## src/rtl/uart_tx_scheduler_if.sv

```systemverilog
// Requester-side and transmitter-side signals of the UART transmit scheduler.
interface uart_tx_scheduler_if #(
    parameter int unsigned NUM_REQ = 4,
    parameter int unsigned ID_W    = 2
);
    logic                   tx_En;
    logic [NUM_REQ-1:0]     req;
    logic [8*NUM_REQ-1:0]   req_Data;
    logic [NUM_REQ-1:0]     req_Ack;
    logic [7:0]             tx_Data;
    logic                   tx_Start;
    logic [ID_W-1:0]        grant_Id;
    logic                   busy;

    modport master (
        output tx_En, req, req_Data,
        input  req_Ack, tx_Data, tx_Start, grant_Id, busy
    );

    modport slave (
        input  tx_En, req, req_Data,
        output req_Ack, tx_Data, tx_Start, grant_Id, busy
    );
endinterface

```

## src/rtl/uart_tx_scheduler.sv

```systemverilog
// Round-robin scheduler sharing one UART transmitter among NUM_REQ byte requesters;
// frame timing is tracked locally because the transmitter has no busy output.
module uart_tx_scheduler #(
    parameter int unsigned NUM_REQ      = 4,
    parameter int unsigned FRAME_CYCLES = 11,
    parameter int unsigned GAP_CYCLES   = 0,
    parameter int unsigned ID_W         = 2
) (
    input  logic               sample_Clk,
    input  logic               reset,
    uart_tx_scheduler_if.slave bus
);
    // ISSUE and the IDLE grant cycle make up the rest of the start-to-start spacing
    localparam int unsigned WAIT_LOAD = FRAME_CYCLES + GAP_CYCLES - 2;
    localparam int unsigned CNT_W     = $clog2(WAIT_LOAD + 1);

    typedef enum logic [1:0] {
        IDLE  = 2'd0,
        ISSUE = 2'd1,
        WAIT  = 2'd2
    } state_t;

    state_t               state_q, state_d;
    logic [ID_W-1:0]      ptr_q, ptr_d;
    logic [ID_W-1:0]      grant_id_q, grant_id_d;
    logic [CNT_W-1:0]     cnt_q, cnt_d;
    logic [7:0]           tx_data_q, tx_data_d;
    logic                 tx_start_q, busy_q;

    logic [2*NUM_REQ-1:0] req_dbl;
    logic [NUM_REQ-1:0]   req_rot, scan;
    logic                 win_found, grant_c;
    logic [31:0]          win_off, win_sum, win_nxt;
    logic [ID_W-1:0]      win_idx, ptr_next;

    // Round-robin search: rotate req so the pointer lands on bit 0, take first set bit
    always_comb begin
        win_found = 1'b0;
        win_off   = '0;
        scan      = '0;
        req_dbl   = {bus.req, bus.req};
        req_rot   = NUM_REQ'(req_dbl >> ptr_q);
        for (int unsigned i = 0; i < NUM_REQ; i++) begin
            scan = req_rot >> i;
            if (!win_found && scan[0]) begin
                win_found = 1'b1;
                win_off   = i;
            end
        end
        win_sum = 32'(ptr_q) + win_off;
        if (win_sum >= NUM_REQ) begin
            win_sum = win_sum - NUM_REQ;
        end
        win_nxt = win_sum + 32'd1;
        if (win_nxt >= NUM_REQ) begin
            win_nxt = 32'd0;
        end
        win_idx  = ID_W'(win_sum);
        ptr_next = ID_W'(win_nxt);
    end

    // The ack is the grant decision itself: seen at the capturing edge, never beside tx_Start
    assign grant_c     = reset && (state_q == IDLE) && bus.tx_En && win_found;
    assign bus.req_Ack = grant_c ? (NUM_REQ'(1) << win_idx) : '0;

    always_comb begin
        state_d    = state_q;
        ptr_d      = ptr_q;
        cnt_d      = cnt_q;
        tx_data_d  = tx_data_q;
        grant_id_d = grant_id_q;
        unique case (state_q)
            IDLE: begin
                if (grant_c) begin
                    tx_data_d  = 8'(bus.req_Data >> {win_idx, 3'b000});
                    grant_id_d = win_idx;
                    ptr_d      = ptr_next;
                    state_d    = ISSUE;
                end
            end
            ISSUE: begin
                cnt_d   = CNT_W'(WAIT_LOAD);
                state_d = WAIT;
            end
            WAIT: begin
                if (cnt_q == CNT_W'(1)) begin
                    cnt_d   = '0;
                    state_d = IDLE;
                end else begin
                    cnt_d = cnt_q - CNT_W'(1);
                end
            end
            default: begin
                state_d = IDLE;
            end
        endcase
    end

    always_ff @(posedge sample_Clk or negedge reset) begin
        if (!reset) begin
            state_q    <= IDLE;
            ptr_q      <= '0;
            cnt_q      <= '0;
            tx_data_q  <= '0;
            grant_id_q <= '0;
            tx_start_q <= 1'b0;
            busy_q     <= 1'b0;
        end else begin
            state_q    <= state_d;
            ptr_q      <= ptr_d;
            cnt_q      <= cnt_d;
            tx_data_q  <= tx_data_d;
            grant_id_q <= grant_id_d;
            tx_start_q <= (state_d == ISSUE);
            busy_q     <= (state_d != IDLE);
        end
    end

    assign bus.tx_Data  = tx_data_q;
    assign bus.tx_Start = tx_start_q;
    assign bus.grant_Id = grant_id_q;
    assign bus.busy     = busy_q;
endmodule

```

## src/flat_wrapper.sv

```systemverilog
// flat-port wrapper written by rule: the top's interface ports become plain ports
module uart_tx_scheduler_flat 
#(
    parameter int unsigned NUM_REQ      = 4,
    parameter int unsigned FRAME_CYCLES = 11,
    parameter int unsigned GAP_CYCLES   = 0,
    parameter int unsigned ID_W         = 2
)
  (sample_Clk, reset, bus_tx_En, bus_req, bus_req_Data, bus_req_Ack, bus_tx_Data, bus_tx_Start, bus_grant_Id, bus_busy);
  uart_tx_scheduler_if #(.NUM_REQ(NUM_REQ), .ID_W(ID_W)) bus_i ();
  input  logic sample_Clk;
  input  logic reset;
  input wire logic [$bits(bus_i.tx_En)-1:0] bus_tx_En;
  input wire logic [$bits(bus_i.req)-1:0] bus_req;
  input wire logic [$bits(bus_i.req_Data)-1:0] bus_req_Data;
  output wire logic [$bits(bus_i.req_Ack)-1:0] bus_req_Ack;
  output wire logic [$bits(bus_i.tx_Data)-1:0] bus_tx_Data;
  output wire logic [$bits(bus_i.tx_Start)-1:0] bus_tx_Start;
  output wire logic [$bits(bus_i.grant_Id)-1:0] bus_grant_Id;
  output wire logic [$bits(bus_i.busy)-1:0] bus_busy;
  assign bus_i.tx_En = bus_tx_En;
  assign bus_i.req = bus_req;
  assign bus_i.req_Data = bus_req_Data;
  assign bus_req_Ack = bus_i.req_Ack;
  assign bus_tx_Data = bus_i.tx_Data;
  assign bus_tx_Start = bus_i.tx_Start;
  assign bus_grant_Id = bus_i.grant_Id;
  assign bus_busy = bus_i.busy;
  uart_tx_scheduler #(.NUM_REQ(NUM_REQ), .FRAME_CYCLES(FRAME_CYCLES), .GAP_CYCLES(GAP_CYCLES), .ID_W(ID_W)) u_core (.sample_Clk(sample_Clk), .reset(reset), .bus(bus_i));
endmodule
```

## config.mk

```make
export PLATFORM = sky130hd
export DESIGN_NAME = uart_tx_scheduler_flat
export DESIGN_NICKNAME = d
export VERILOG_FILES = /design/src/rtl/uart_tx_scheduler_if.sv /design/src/rtl/uart_tx_scheduler.sv /design/src/flat_wrapper.sv
export SDC_FILE = /design/constraint.sdc
export NUM_CORES = 1
export LEC_CHECK = 0
export ABC_AREA = 1
export CAP_MARGIN = 5
export CELL_PAD_IN_SITES_DETAIL_PLACEMENT = 2
export CELL_PAD_IN_SITES_GLOBAL_PLACEMENT = 2
export CORE_UTILIZATION = 25
export DETAILED_ROUTE_END_ITERATION = 6
export MAX_ROUTING_LAYER = met4
export PLACE_DENSITY_LB_ADDON = 0.1
export SKIP_CTS_REPAIR_TIMING = 1
export SLEW_MARGIN = 0
export SYNTH_ARGS = -nofsm -noshare
export SYNTH_HDL_FRONTEND = slang
export SYNTH_SLANG_ARGS = --single-unit
```

## constraint.sdc

```tcl
create_clock -name sample_Clk -period 3.2 [get_ports sample_Clk]
set_clock_uncertainty 0.15 [all_clocks]
set_input_delay 0.64 -clock sample_Clk [delete_from_list [all_inputs] [get_ports sample_Clk]]
set_output_delay 0.64 -clock sample_Clk [all_outputs]
set_load 0.01 [all_outputs]
```

# Yosys cells after proc, flatten, opt, wreduce, memory -nomap -nowiden
# Cells that the tools add are included.
op_classes:
  shift: 3
  reduce_logical: 13
  magnitude_cmp: 2
  n_eq_ne: 4
  n_addsub: 4
  mux: 15
ops:
  columns: ["cell", "n"]
  rows:
  - ["two-way mux 32 bit", 3]
  - ["greater-or-equal comparator 32 x 3 -> 1 bit (second input constant)", 2]
  - ["adder 2 x 32 -> 32 bit", 1]
  - ["adder 32 x 1 -> 32 bit (second input constant)", 1]
  - [">> shifter 32 x 5 -> 8 bit", 1]
  - ["subtractor 32 x 3 -> 32 bit (second input constant)", 1]
  - ["two-way mux 4 bit", 2]
  - ["one-hot mux 4 bit (2 select lines)", 1]
  - [">> shifter 8 x 2 -> 4 bit", 1]
  - ["logical AND 1 bit", 6]
  - ["two-way mux 2 bit", 3]
  - ["one-hot mux 2 bit (3 select lines)", 1]
  - ["two-way mux 1 bit", 5]
  - ["== test 2 x 1 -> 1 bit (second input constant)", 2]
  - ["== test 4 x 1 -> 1 bit (second input constant)", 1]
  - ["nonzero test 2 bit", 2]
  - ["<< shifter 1 x 2 -> 4 bit (first input constant)", 1]
  - ["subtractor 4 x 1 -> 4 bit (second input constant)", 1]
  - ["zero test 1 bit", 3]
  - ["== test 2 bit (second input constant)", 1]
  - ["zero test 2 bit", 1]
  - ["AND reduction 2 bit", 1]
totals:
  wordCells: 48
  register_bits: 20
  out_inout_bits: 16
  inputBits: 39

# Longest topological paths before layout
depth:
  ltp_word: 17
  depth_mapped: 15

# Least setup slack after synthesis
# OpenSTA, ideal clock, no wires.
synth_timing:
  path_type: "input to output"
  from: "in bus_req[1]"
  to: "out bus_req_Ack[2]"
  slack_ns: 0.192
  t_arrival_ns: 2.218
  required_time_ns: 2.410
  path_stages: 12
  path_cell_list: "nand2_1 > nand3_1 > nand2_2 > nand3_1 > a21boi_0 > ha_1 > buf_2 > buf_2 > inv_1 > ha_1 > inv_1 > nor2_1"
synth_between:
  elab_chain_len: 16
synth_lines:
  columns: ["element", "line_no", "text"]
  rows:
  - ["start: declaration", "flat_wrapper.sv:14", "input wire logic [$bits(bus_i.req)-1:0] bus_req;"]
  - [">> shifter 8 x 2 -> 4 bit *", "uart_tx_scheduler.sv:42", "req_rot = NUM_REQ'(req_dbl >> ptr_q);"]
  - ["two-way mux 1 bit", "uart_tx_scheduler.sv:45", "if (!win_found && scan[0]) begin"]
  - ["zero test 1 bit", "uart_tx_scheduler.sv:45", null]
  - ["logical AND 1 bit", "uart_tx_scheduler.sv:45", null]
  - ["two-way mux 1 bit", "uart_tx_scheduler.sv:45", null]
  - ["zero test 1 bit", "uart_tx_scheduler.sv:45", null]
  - ["logical AND 1 bit", "uart_tx_scheduler.sv:45", null]
  - ["two-way mux 1 bit", "uart_tx_scheduler.sv:45", null]
  - ["zero test 1 bit", "uart_tx_scheduler.sv:45", null]
  - ["logical AND 1 bit", "uart_tx_scheduler.sv:45", null]
  - ["two-way mux 32 bit *", "uart_tx_scheduler.sv:45", null]
  - ["adder 2 x 32 -> 32 bit *", "uart_tx_scheduler.sv:50", "win_sum = 32'(ptr_q) + win_off;"]
  - ["subtractor 32 x 3 -> 32 bit or greater-or-equal comparator 32 x 3 -> 1 bit (tied branches)", "uart_tx_scheduler.sv:52, uart_tx_scheduler.sv:51", null]
  - ["two-way mux 32 bit *", "uart_tx_scheduler.sv:51", "if (win_sum >= NUM_REQ) begin"]
  - ["via u_core.win_sum[0]", "uart_tx_scheduler.sv:33", "logic [31:0] win_off, win_sum, win_nxt;"]
  - ["<< shifter 1 x 2 -> 4 bit *", "uart_tx_scheduler.sv:64", "assign bus.req_Ack = grant_c ? (NUM_REQ'(1) << win_idx) : '0;"]
  - ["two-way mux 4 bit *", "uart_tx_scheduler.sv:64", null]
  - ["end: declaration", "flat_wrapper.sv:16", "output wire logic [$bits(bus_i.req_Ack)-1:0] bus_req_Ack;"]
# The timed path passes the listed nets; every way through them passes the cells marked *.

# Worst setup path after layout
layout_timing:
  from: "reg u_core.ptr_q[0]"
  to: "out bus_req_Ack[3]"
layout_between:
  elab_chain_len: 16
layout_lines:
  columns: ["element", "line_no", "text"]
  rows:
  - ["start: declaration", "uart_tx_scheduler.sv:24", "logic [ID_W-1:0] ptr_q, ptr_d;"]
  - ["start signal: assignment", "uart_tx_scheduler.sv:110", "ptr_q <= ptr_d;"]
  - [">> shifter 8 x 2 -> 4 bit", "uart_tx_scheduler.sv:42", null]
  - ["two-way mux 1 bit", "uart_tx_scheduler.sv:45", null]
  - ["zero test 1 bit", "uart_tx_scheduler.sv:45", null]
  - ["logical AND 1 bit", "uart_tx_scheduler.sv:45", null]
  - ["two-way mux 1 bit", "uart_tx_scheduler.sv:45", null]
  - ["zero test 1 bit", "uart_tx_scheduler.sv:45", null]
  - ["logical AND 1 bit", "uart_tx_scheduler.sv:45", null]
  - ["two-way mux 1 bit", "uart_tx_scheduler.sv:45", null]
  - ["zero test 1 bit", "uart_tx_scheduler.sv:45", null]
  - ["logical AND 1 bit", "uart_tx_scheduler.sv:45", null]
  - ["two-way mux 32 bit", "uart_tx_scheduler.sv:45", null]
  - ["adder 2 x 32 -> 32 bit", "uart_tx_scheduler.sv:50", null]
  - ["subtractor 32 x 3 -> 32 bit or greater-or-equal comparator 32 x 3 -> 1 bit (tied branches)", "uart_tx_scheduler.sv:52, uart_tx_scheduler.sv:51", null]
  - ["two-way mux 32 bit", "uart_tx_scheduler.sv:51", null]
  - ["<< shifter 1 x 2 -> 4 bit", "uart_tx_scheduler.sv:64", null]
  - ["two-way mux 4 bit *", "uart_tx_scheduler.sv:64", null]
# Every way passes the cells marked *; elsewhere a longest branch is shown, timed or not.

==> results by group <==
Run status
  – Outcome: finished clean

Min path
  – Hold Path Stages: 1
  – WHS Endpoint: u_core.bus.grant_Id[0]
  – Worst hold path type: flip-flop to flip-flop
  – Hold_sp: u_core.bus.grant_Id[0]

STA
  – Final period utilization: 99.23%
  – Setup ws final: 0.02472 ns
  – Slew margin rel.: 81.48%
  – Sum Neg Setup Slack: 0 ns
  – Fmax: 314.9 MHz
  – Final setup vio count: 0
  – Fin. max-slew vios: 0
  – Unrepaired setup endpoints after global routing: true
  – Tmin final: roughly 3.2 ns
  – Worst-Margin Slew: 0.2777 ns
  – Final Hold Viols: 0

Synthesis
  – Post-synth cell types: 31
  – Gate count of the mapped netlist: 176
  – Synth top area share: 33.39%
  – Post-Syn Nets: 224
  – Sequential share of the synthesized area: 33.39%
  – Synth Cell Area: 1499 um^2
  – Synth area leaders: dfrtp_1, mux2i_1, nand2_1
  – Leading area contributor after synthesis: dfrtp_1
  – Mapped Avg Cell Area: 8.517 um^2
  – Yosys warnings: 0
  – Yosys reg bits: 20

Power
  – Static leakage: 1.237 nW
  – Peak supply drop: between 0.0004 and 0.0005 V
  – Total power: 2.952 mW
  – Pwr dens: 1183 nW/um^2

Finish
  – Area Growth Syn to Fin: 66.53%
  – Most frequent cells in the layout: clkdlybuf4s50_1, nand2_1, buf_4, dfrtp_1, nand2_2
  – Non-filler cells, final: 330
  – Layout Nets: 307
  – Share of cells above drive strength 1: 34.50%
  – Finished Cell Area: between 2000 and 2500 um^2
  – Leading cell type in the layout, fill and taps excluded: clkdlybuf4s50_1
  – Diodes inserted: 0

Setup path
  – Critical path startpoint category: flip-flop
  – Critical path cell sequence: clkinv_4 -> nand2_4 -> nand3_1 -> nand2_2 -> a21boi_2 -> ha_2 -> xor2_4 -> inv_2 -> nand3_4 -> nand2_8 -> ha_4 -> inv_2 -> nor2_1 -> buf_2
  – Crit Path Max Fanout: 6
  – Worst R2R End: u_core.bus.tx_Data[0]
  – CP peak stage delay: between 0.4 and 0.5 ns
  – WP data arrival: approximately 2.4 ns
  – Data required time of the worst path: between 2 and 2.5 ns
  – R2r startpoint: u_core.ptr_q[0]
  – Worst reg2reg path depth: 15
  – Family with the most delay on the worst path: simple AND/OR/NAND/NOR gates
  – Worst Setup End Kind: output pin
  – WS Path Type: flip-flop to output pin
  – Most frequent CP cell: inv_2
  – CP Buf/Inv Count: 4
  – Critical-path top delay cell: dfrtp_2
  – Worst reg2reg setup slack: around 0.73 ns

Global route
  – GRT Residual Overflow: 0
  – First-pass GRT wire length: 8245 um
  – Initial antenna violation count: 0
  – Pin count of the biggest net entering global routing: 21
  – Vias in the first global route: 1716
  – Grt met1 use: 17.96%
  – GRT Total Usage: 17.98%
  – GR Util met2: 35.38%
  – Met3 usage: 3.543%
  – GRT busiest layer: met2

Clocking
  – CTS tree: done
  – CTS buffer count: 3
  – Clock Sinks: 20
  – CTS max path bufs: 2
  – Clock slew at reported path FFs: 0.08 ns
  – CTS root buffer: clkbuf_8
  – CTS H-tree lvls: 1
  – Worst-Skew Late Latency: approximately 0.27 ns

Route
  – Drc violations: 0
  – Routed wire per std cell: 16.36 um
  – Post-route ant nets: 0
  – DR vias: 1528
  – Vias/cell: ~4.6
  – DRT iter0 DRCs: 16
  – Drt first pass iters: 3
  – Routed WL: about 5400 um

Die
  – Die height: 79.43 um
  – Ports: 55
  – Effective utilization at floorplan: about a quarter
  – Die area: 6309 um^2
  – Row count: 27
  – DIE WIDTH: about 79 um
  – Core area: around 5600 um^2

Placement
  – Inst Count DP: 317
  – Dpl cell area: 2236 um^2
  – Gpl congestion: 0.7478
  – Port buffer count: 54
  – DP HPWL: 4246 um
  – Place WS: -0.7589 ns

Flow run
  – Max-Cap Viols: 0
-- final cells by class --
class	count	area [um^2]
Clock inverter	1	30.03
Inverter	20	82.58
Timing Repair Buffer	83	755.7
Tap cell	72	90.09
Fill cell	628	3146
Sequential cell	20	503.0
Multi-Input combinational cell	131	993.5
Clock buffer	3	41.29
-- sequential cells by signal (all words and copies together) (netlist names) --
register,flops
u_core.bus.busy,1
u_core.bus.grant_Id,2
u_core.bus.tx_Data,8
u_core.bus.tx_Start,1
u_core.cnt_q,4
u_core.ptr_q,2
u_core.state_q,2
-- worst reg2reg max path, stage by stage (launching register included) --
cell and delay [ns]:
dfrtp_2 0.47, clkinv_4 0.12, nand2_4 0.10, nand3_1 0.10
nand2_2 0.10, a21boi_2 0.16, ha_2 0.24, xor2_4 0.20
inv_2 0.07, nand3_4 0.09, nand2_8 0.08, buf_4 0.14
buf_4 0.17, nand2_2 0.07, nand3_2 0.07, nand2_1 0.08
-- metrics by stage --
stage | utilization (%) | hold slack, ns
after floorplan | - | 0.1944
after global placement | 39.63 | 0.3247
after detailed placement | 39.63 | 0.3273
after CTS | 40.90 | 0.3520
after global routing | 44.24 | 0.3796
final | 44.24 | 0.3436
-- Yosys cell counts --
| cell | count |
|---|---|
| a21oi_1 | 4 |
| mux2i_1 | 16 |
| nor3_1 | 1 |
| inv_4 | 1 |
| dfrtp_1 | 20 |
| inv_1 | 16 |
| o21bai_1 | 1 |
| nand3_4 | 1 |
| buf_4 | 1 |
| a21boi_0 | 1 |
| nand2_2 | 11 |
| xor2_1 | 1 |
| buf_2 | 2 |
| inv_2 | 3 |
| nand2_4 | 4 |
| nor3_2 | 1 |
| buf_8 | 1 |
| nor2_1 | 5 |
| buf_6 | 1 |
| o221ai_1 | 1 |
| o21a_1 | 1 |
| o22ai_1 | 1 |
| o21ai_0 | 2 |
| a31o_2 | 1 |
| o21ai_1 | 1 |
| nand2_1 | 39 |
| nand3_1 | 22 |
| xor2_2 | 1 |
| ha_1 | 9 |
| nand3_2 | 6 |
| o21ai_4 | 1 |
-- cells by family after synthesis --
family / Yosys count / share of synthesized area, %
buf+inv: 25 / 8.097
mux: 16 / 10.68
compound gates: 14 / 6.512
fa+ha+maj: 9 / 7.513
simple gates: 90 / 32.14
flops: 20 / 33.39
xor+xnor: 2 / 1.670
-- how the worst max path moves through the flow --
stage | from | to | cells after the start | slack, ns
2_1_floorplan | bus_req[1] | bus_req_Ack[2] | 12 | 0.19
3_3_place_gp | bus_req[0] | bus_req_Ack[2] | 14 | -0.64
3_5_place_dp | bus_req[0] | bus_req_Ack[2] | 15 | -0.76
4_1_cts | bus_req[0] | bus_req_Ack[2] | 15 | -0.78
5_1_grt | u_core.ptr_q[0] | bus_req_Ack[3] | 15 | -0.12
6_report | u_core.ptr_q[0] | bus_req_Ack[3] | 14 | 0.02
-- metal layers --
metal	vias to the layer above	part of all wire, %	wire length (um)
li1	741	-	-
met1	744	38	2034
met2	36	58	3148
met3	7	2.9	156
met4	0	1.1	60
met5	-	0	0
-- power breakdown --
part / switching, mW / leakage, nW / internal (mW) / total, mW
registers: 0.0969 / 0.242 / 0.370 / 0.467
logic: 1.20 / 0.959 / 1.03 / 2.23
clock network: 0.0906 / 0.0357 / 0.167 / 0.258
No activity file was read; power rests on OpenSTA's default activity.
